===== config.mk =====
export PLATFORM = sky130hd
export DESIGN_NAME = ifu_fetch_flat
export DESIGN_NICKNAME = d
export VERILOG_FILES = /design/src/rtl/iexec_if_t.sv /design/src/rtl/ifu_fetch.sv /design/src/flat_wrapper.sv
export SDC_FILE = /design/constraint.sdc
export NUM_CORES = 1
export LEC_CHECK = 0
export ABC_AREA = 0
export CAP_MARGIN = 10
export CORE_MARGIN = 3
export CORE_UTILIZATION = 55
export CTS_CLUSTER_DIAMETER = 200
export DETAILED_ROUTE_END_ITERATION = 8
export PLACE_DENSITY = 0.87
export SLEW_MARGIN = 20
export SYNTH_ARGS = -nofsm -noshare
export SYNTH_HDL_FRONTEND = slang
export SYNTH_SLANG_ARGS = --single-unit

===== constraint.sdc =====
create_clock -name clk -period 7.2 [get_ports clk]
set_input_delay 1.08 -clock clk [delete_from_list [all_inputs] [get_ports clk]]
set_output_delay 1.08 -clock clk [all_outputs]
set_load 0.005 [all_outputs]

===== src/rtl/iexec_if_t.sv =====
// Fetch-to-execute request channel: the instruction word and its address, with a valid/ready handshake.
`ifndef RV_XLEN
`define RV_XLEN 32
`endif
`ifndef RV_IR_SIZE
`define RV_IR_SIZE 32
`endif

interface iexec_if_t;
    typedef struct packed {
        logic [`RV_IR_SIZE-1:0] ir;
        logic [`RV_XLEN-1:0]    pc;
    } req_pkt_t;

    logic     req_vld;
    logic     req_rdy;
    req_pkt_t req_pkt;

    modport master (output req_vld, output req_pkt, input req_rdy);
    modport slave  (input req_vld, input req_pkt, output req_rdy);
endinterface


===== src/rtl/ifu_fetch.sv =====
// Instruction fetch unit: owns the PC, issues in-order fetches with credit control and buffers words for execute.
// Defining IFU_BYPASS_EN lets a response reach execute in the same cycle when the buffer is empty.
`ifndef RV_XLEN
`define RV_XLEN 32
`endif
`ifndef RV_IR_SIZE
`define RV_IR_SIZE 32
`endif

module ifu_fetch #(
    parameter logic [`RV_XLEN-1:0] RESET_PC        = 32'h0000_0000,
    parameter int                  FIFO_DEPTH      = 4,
    parameter int                  MAX_OUTSTANDING = 2
) (
    input  logic                   clk,
    input  logic                   rst,
    output logic                   fch_req_vld,
    input  logic                   fch_req_rdy,
    output logic [`RV_XLEN-1:0]    fch_req_addr,
    input  logic                   fch_rsp_vld,
    input  logic [`RV_IR_SIZE-1:0] fch_rsp_data,
    input  logic                   redir_vld,
    input  logic [`RV_XLEN-1:0]    redir_pc,
    iexec_if_t.master              iexec
);
    localparam int XW = `RV_XLEN;
    localparam int IW = `RV_IR_SIZE;
    localparam int PW = $clog2(FIFO_DEPTH);
    localparam int CW = $clog2(FIFO_DEPTH + 1);
    localparam int OW = $clog2(MAX_OUTSTANDING + 1);
    localparam int QW = (MAX_OUTSTANDING > 1) ? $clog2(MAX_OUTSTANDING) : 1;

    logic [XW-1:0] pc_q, pc_d;
    logic [CW-1:0] cnt_q, cnt_d;
    logic [OW-1:0] outst_q, outst_d;
    logic [OW-1:0] disc_q, disc_d;
    logic [PW-1:0] wr_ptr_q, wr_ptr_d, rd_ptr_q, rd_ptr_d;
    logic [QW-1:0] pcq_wr_q, pcq_wr_d, pcq_rd_q, pcq_rd_d;

    logic [IW-1:0] fifo_ir [FIFO_DEPTH];
    logic [XW-1:0] fifo_pc [FIFO_DEPTH];
    logic [XW-1:0] pcq_mem [MAX_OUTSTANDING];

    logic          fch_hs, rsp_keep, byp, out_vld, fifo_push, fifo_pop;
    logic [XW-1:0] pcq_head;
    logic          unused_redir_lsb;

    function automatic logic [QW-1:0] pcq_inc(input logic [QW-1:0] p);
        return (int'(p) == MAX_OUTSTANDING - 1) ? '0 : p + QW'(1);
    endfunction

    assign unused_redir_lsb = ^redir_pc[1:0];

    // Words still owed to the buffer (in flight minus those to be dropped) count against its free space.
    assign fch_req_vld  = !rst && (int'(outst_q) < MAX_OUTSTANDING)
                       && (int'(outst_q) - int'(disc_q) + int'(cnt_q) < FIFO_DEPTH);
    assign fch_req_addr = pc_q;
    assign fch_hs       = fch_req_vld && fch_req_rdy;

    assign pcq_head = pcq_mem[pcq_rd_q];
    assign rsp_keep = fch_rsp_vld && !redir_vld && (disc_q == '0);

`ifdef IFU_BYPASS_EN
    assign byp = rsp_keep && (cnt_q == '0);
`else
    assign byp = 1'b0;
`endif

    assign out_vld   = (cnt_q != '0) || byp;
    assign fifo_pop  = out_vld && iexec.req_rdy && !byp;
    assign fifo_push = rsp_keep && !(byp && iexec.req_rdy);

    assign iexec.req_vld    = out_vld;
    assign iexec.req_pkt.ir = byp ? fch_rsp_data : fifo_ir[rd_ptr_q];
    assign iexec.req_pkt.pc = byp ? pcq_head : fifo_pc[rd_ptr_q];

    always_comb begin
        pc_d     = pc_q;
        cnt_d    = cnt_q + CW'(fifo_push) - CW'(fifo_pop);
        outst_d  = outst_q + OW'(fch_hs) - OW'(fch_rsp_vld);
        disc_d   = disc_q;
        wr_ptr_d = fifo_push ? wr_ptr_q + PW'(1) : wr_ptr_q;
        rd_ptr_d = fifo_pop ? rd_ptr_q + PW'(1) : rd_ptr_q;
        pcq_wr_d = fch_hs ? pcq_inc(pcq_wr_q) : pcq_wr_q;
        pcq_rd_d = fch_rsp_vld ? pcq_inc(pcq_rd_q) : pcq_rd_q;

        if (fch_hs) begin
            pc_d = pc_q + XW'(4);
        end
        if (fch_rsp_vld && (disc_q != '0)) begin
            disc_d = disc_q - OW'(1);
        end
        // Everything still in flight after this cycle belongs to the old stream.
        if (redir_vld) begin
            pc_d     = {redir_pc[XW-1:2], 2'b00};
            disc_d   = outst_d;
            cnt_d    = '0;
            wr_ptr_d = '0;
            rd_ptr_d = '0;
        end
    end

    always_ff @(posedge clk) begin
        if (rst) begin
            pc_q     <= RESET_PC;
            cnt_q    <= '0;
            outst_q  <= '0;
            disc_q   <= '0;
            wr_ptr_q <= '0;
            rd_ptr_q <= '0;
            pcq_wr_q <= '0;
            pcq_rd_q <= '0;
        end else begin
            pc_q     <= pc_d;
            cnt_q    <= cnt_d;
            outst_q  <= outst_d;
            disc_q   <= disc_d;
            wr_ptr_q <= wr_ptr_d;
            rd_ptr_q <= rd_ptr_d;
            pcq_wr_q <= pcq_wr_d;
            pcq_rd_q <= pcq_rd_d;
        end
    end

    always_ff @(posedge clk) begin
        if (fifo_push) begin
            fifo_ir[wr_ptr_q] <= fch_rsp_data;
            fifo_pc[wr_ptr_q] <= pcq_head;
        end
        if (fch_hs) begin
            pcq_mem[pcq_wr_q] <= pc_q;
        end
    end

    a_no_overflow: assert property (@(posedge clk) disable iff (rst)
        !(fifo_push && !fifo_pop && (cnt_q == CW'(FIFO_DEPTH))));
    a_no_stray_rsp: assert property (@(posedge clk) disable iff (rst)
        !(fch_rsp_vld && (outst_q == '0)));
endmodule


===== src/flat_wrapper.sv =====
// flat-port wrapper written by rule: the top's interface ports become plain ports
module ifu_fetch_flat 
#(
    parameter logic [`RV_XLEN-1:0] RESET_PC        = 32'h0000_0000,
    parameter int                  FIFO_DEPTH      = 4,
    parameter int                  MAX_OUTSTANDING = 2
)
  (clk, rst, fch_req_vld, fch_req_rdy, fch_req_addr, fch_rsp_vld, fch_rsp_data, redir_vld, redir_pc, iexec_req_vld, iexec_req_pkt, iexec_req_rdy);
  iexec_if_t iexec_i ();
  input  logic clk;
  input  logic rst;
  output logic fch_req_vld;
  input  logic fch_req_rdy;
  output logic [`RV_XLEN-1:0] fch_req_addr;
  input  logic fch_rsp_vld;
  input  logic [`RV_IR_SIZE-1:0] fch_rsp_data;
  input  logic redir_vld;
  input  logic [`RV_XLEN-1:0] redir_pc;
  output wire logic [$bits(iexec_i.req_vld)-1:0] iexec_req_vld;
  output wire logic [$bits(iexec_i.req_pkt)-1:0] iexec_req_pkt;
  input wire logic [$bits(iexec_i.req_rdy)-1:0] iexec_req_rdy;
  assign iexec_req_vld = iexec_i.req_vld;
  assign iexec_req_pkt = iexec_i.req_pkt;
  assign iexec_i.req_rdy = iexec_req_rdy;
  ifu_fetch #(.RESET_PC(RESET_PC), .FIFO_DEPTH(FIFO_DEPTH), .MAX_OUTSTANDING(MAX_OUTSTANDING)) u_core (.clk(clk), .rst(rst), .fch_req_vld(fch_req_vld), .fch_req_rdy(fch_req_rdy), .fch_req_addr(fch_req_addr), .fch_rsp_vld(fch_rsp_vld), .fch_rsp_data(fch_rsp_data), .redir_vld(redir_vld), .redir_pc(redir_pc), .iexec(iexec_i));
endmodule

==> out/results.ini <==
[pwr]
p_seq_share_pct = 50.6
vdd_ir_drop_max_mv = 0.1662
switching_share_pct = 21.65
power_mw = 4.683
p_sw_mw = 1.014
p_int_mw = 3.669
p_per_area_mw_per_mm2 = 276.6
pwr-share-comb_pct = 9.2
pwr-share-clk_pct = 40.2
power.leakage_nw = 5.440

[worst_setup_path]
r2r_end = u_core.pcq_mem[1][30]$_DFFE_PP_
critPathMaxFanout = 30
crit_arrival_ns = 4.11
path_class = reg -> out
worst_setup_path_end_kind = output pin
r2r_slack_ns = 2.46
r2r_start = u_core.outst_q[1]$_SDFF_PP0_
endpoint = fch_req_vld
critPathLaunchType = flip-flop
cp.required_ns = 6.12
crit_start = u_core.outst_q[1]$_SDFF_PP0_
r2r_cells = 13

[placed_design]
place_congestion = 0.8423
dpl_worst_slack_ns = 2.472
port_buffers = 161
dp_hpwl_mm = 16.11

[clock_tree]
path_clk_slew_ns = 0.06
cts.repair.resized = 0
root_buffer = clkbuf_16
ctsHoldBuffers = 0
numCtsBuffers = 37
postCtsSetupBuffers = 0
cts.sinks = 354
clockBufferDepth = 3
insertion_delay_ns = 0.51
cts_max_level = 2
cts_tree = done

[logic_synthesis]
synth_cells = 744
yosysTopAreaCell = edfxtp_1
synth_area_leaders = edfxtp_1 (67%), mux4_2 (10%), dfxtp_1 (6.7%)
synth_top_area_share_pct = 67.01
syn-cell-area_mm2 = 0.01380
post_synth_num_cell_types = 53
async_flop_share_pct = 0
ys_seq_area_share_pct = 73.68
synth_seq_cells = 354
synthFlopType = edfxtp_1
synth_warnings = 0
synth_edf_count = 308
synth.avg_cell_area_um2 = 18.55

[sta]
period_share_pct = 72.13
setup_violations = 0
slew_viol_final = 0
relSlewSlack_pct = 33.11
finalCriticalPeriod_ns = 5.193
finClkSkew_ns = 0.01385
fmax_mhz = 192.6
hold_ws_ns = 0.4938
hold_viol = 0
fin_ws_ns = 2.007
tns_ns = 0
rsz0062_at_grt = no
worst_slew_pin_slew_ns = 0.9979

[layout]
nFillCells = 1496
area_growth_pct = 22.68
diodes = 0
drive_gt1_share_pct = 18.32
final_nets = 998

[detailed_routing]
dr.pass1.iters = 5
wl_mm = 27.10
ant_nets = 0
drt_drc_violations_left = 0
vias_per_cell = 5.785
num_vias = 7306
wl_per_cell_um = 21.46
drtIter0Drc = 566

[global_route]
grt_pass1_wl_mm = 41.88
antenna_found_initial = 0
track_usage_pct = 20.42
grt_max_degree = 63
grt.busiest_layer = met2
use_met2_pct = 34.16
use_met1_pct = 27.43
grt_overflow = 0
grt_pass1_vias = 7536
grt_util_met3_pct = 3.837

[run_status]
status = complete, no violations

[hold_path]
hold_class = reg -> reg
hp-start = u_core.wr_ptr_q[1]$_SDFFE_PP0P_

[die]
num_rows = 57
fp.dieH_um = 164.4
fp.dieW_um = 164.4
core_mm2 = 0.02446
dieArea_mm2 = 0.02703
start_util_pct = 56.42
io_pins = 168

[job]
max-cap-violations = 0

## per-layer routing
| metal | up-vias | routed length (um) |
|---|---|---|
| met3 | 52 | 1879 |
| met5 | - | 0 |
| li1 | 3290 | - |
| met1 | 3661 | 11110 |
| met4 | 0 | 665 |
| met2 | 303 | 13440 |
## placed cells by master (no fill, tap or decap), drive strengths merged, types with 4 or more instances in the layout
master         Yosys  routed
a311oi             6       6
dfxtp             46      46
a211oi            20      20
o21bai             5       5
mux2              30      30
nand3             11      11
clkbuf            25      47
nor4              10      10
ha                16      16
nor3               9       9
edfxtp           308     308
and4               5       5
or3                7       7
a21oi              7       7
o21ai              8       8
buf               16       6
inv               14      17
conb               1       4
and3               6       6
nand2             17      17
xor2               7       7
clkdlybuf4s50      0     161
nor2              43      43
o31ai              5       5
xnor2             27      27
and2               9       9
clkinv             0      15
mux4              62      62
## cells by family after synthesis
logic type | after synthesis | synth area share, %
adders and majority gates | 18 | 1.741
AOI/OAI and AO/OA | 55 | 2.883
xor gates and xnor gates | 34 | 2.158
buffers and inverters | 57 | 1.822
and+or+nand+nor | 133 | 5.122
DFF | 354 | 73.68
muxes | 92 | 12.56
other | 1 | 0.02717
## critical path, cell delays in order, from the launching register on
cell and delay (ns):
dfxtp_1 0.45, inv_1 0.10, fa_1 0.50, inv_1 0.04, ha_1 0.25, and3b_1 0.26, a211o_1 0.25, o21ai_0 0.08
ha_1 0.25, and4bb_1 0.21, a31oi_4 0.63, nor3_1 0.09, clkdlybuf4s50_1 0.49
## power by group through the flow
stage / clock network, mW / logic, mW / registers, mW
after detailed placement: 0 / 0.432 / 2.41
after CTS: 1.91 / 0.436 / 2.37
after global routing: 1.99 / 0.474 / 2.38
after global placement: 0 / 0.420 / 2.41
final: 1.88 / 0.430 / 2.37
after floorplan: 0 / 0.246 / 2.40
## cells in the mapped netlist, types with 5 or more instances
| master | number |
|---|---|
| nand2_1 | 16 |
| xnor2_1 | 27 |
| buf_4 | 5 |
| mux2_2 | 30 |
| nor2_1 | 43 |
| o21bai_1 | 5 |
| dfxtp_1 | 46 |
| or3_1 | 7 |
| nand3_1 | 11 |
| o31ai_1 | 5 |
| nor4_1 | 10 |
| nor3_1 | 9 |
| buf_2 | 5 |
| ha_1 | 16 |
| a311oi_1 | 6 |
| a211oi_1 | 20 |
| and2_1 | 8 |
| edfxtp_1 | 308 |
| buf_1 | 6 |
| xor2_1 | 7 |
| a21oi_1 | 7 |
| inv_1 | 14 |
| mux4_2 | 62 |
| clkbuf_1 | 24 |
| o21ai_0 | 6 |
## registers in the layout, summed over array words and instances (netlist names), named ones only
register / count
u_core.fifo_ir: 128
u_core.outst_q: 2
u_core.pcq_wr_q: 1
u_core.disc_q: 2
u_core.rd_ptr_q: 2
u_core.fch_req_addr: 30
u_core.wr_ptr_q: 2
u_core.cnt_q: 3
u_core.pcq_rd_q: 1
u_core.pcq_mem: 60
u_core.fifo_pc: 120
## area by class of cell
type / instances / area (um^2) / share of cell area (%)
clock inverter: 21 / 166.4 / 0.9828
inverter: 14 / 52.55 / 0.3104
sequential: 354 / 10180 / 60.11
clock buffer: 47 / 1067 / 6.303
timing repair buffer: 167 / 1657 / 9.783
multi-input combinational: 336 / 3407 / 20.12
tap: 324 / 405.4 / 2.394
## metrics by stage
step | cell area [um^2] | cells | utilization [%]
floorplan | 13810 | 747 | -
global placement | 15700 | 1195 | 64.18
detailed placement | 15700 | 1195 | 64.18
CTS | 16930 | 1263 | 69.22
global route | 16930 | 1263 | 69.22
finish | 16930 | 1263 | 69.22
## worst min-delay path by stage
stage,to,slack [ns],depth (start not counted)
after floorplan,u_core.wr_ptr_q[1]$_SDFFE_PP0P_,0.47,2
after global placement,u_core.wr_ptr_q[1]$_SDFFE_PP0P_,0.48,2
after detailed placement,u_core.wr_ptr_q[1]$_SDFFE_PP0P_,0.49,2
after CTS,u_core.wr_ptr_q[1]$_SDFFE_PP0P_,0.50,2
after global routing,u_core.wr_ptr_q[1]$_SDFFE_PP0P_,0.54,2
final,u_core.wr_ptr_q[1]$_SDFFE_PP0P_,0.49,2
Note: power is estimated with default switching activity, not from simulation.
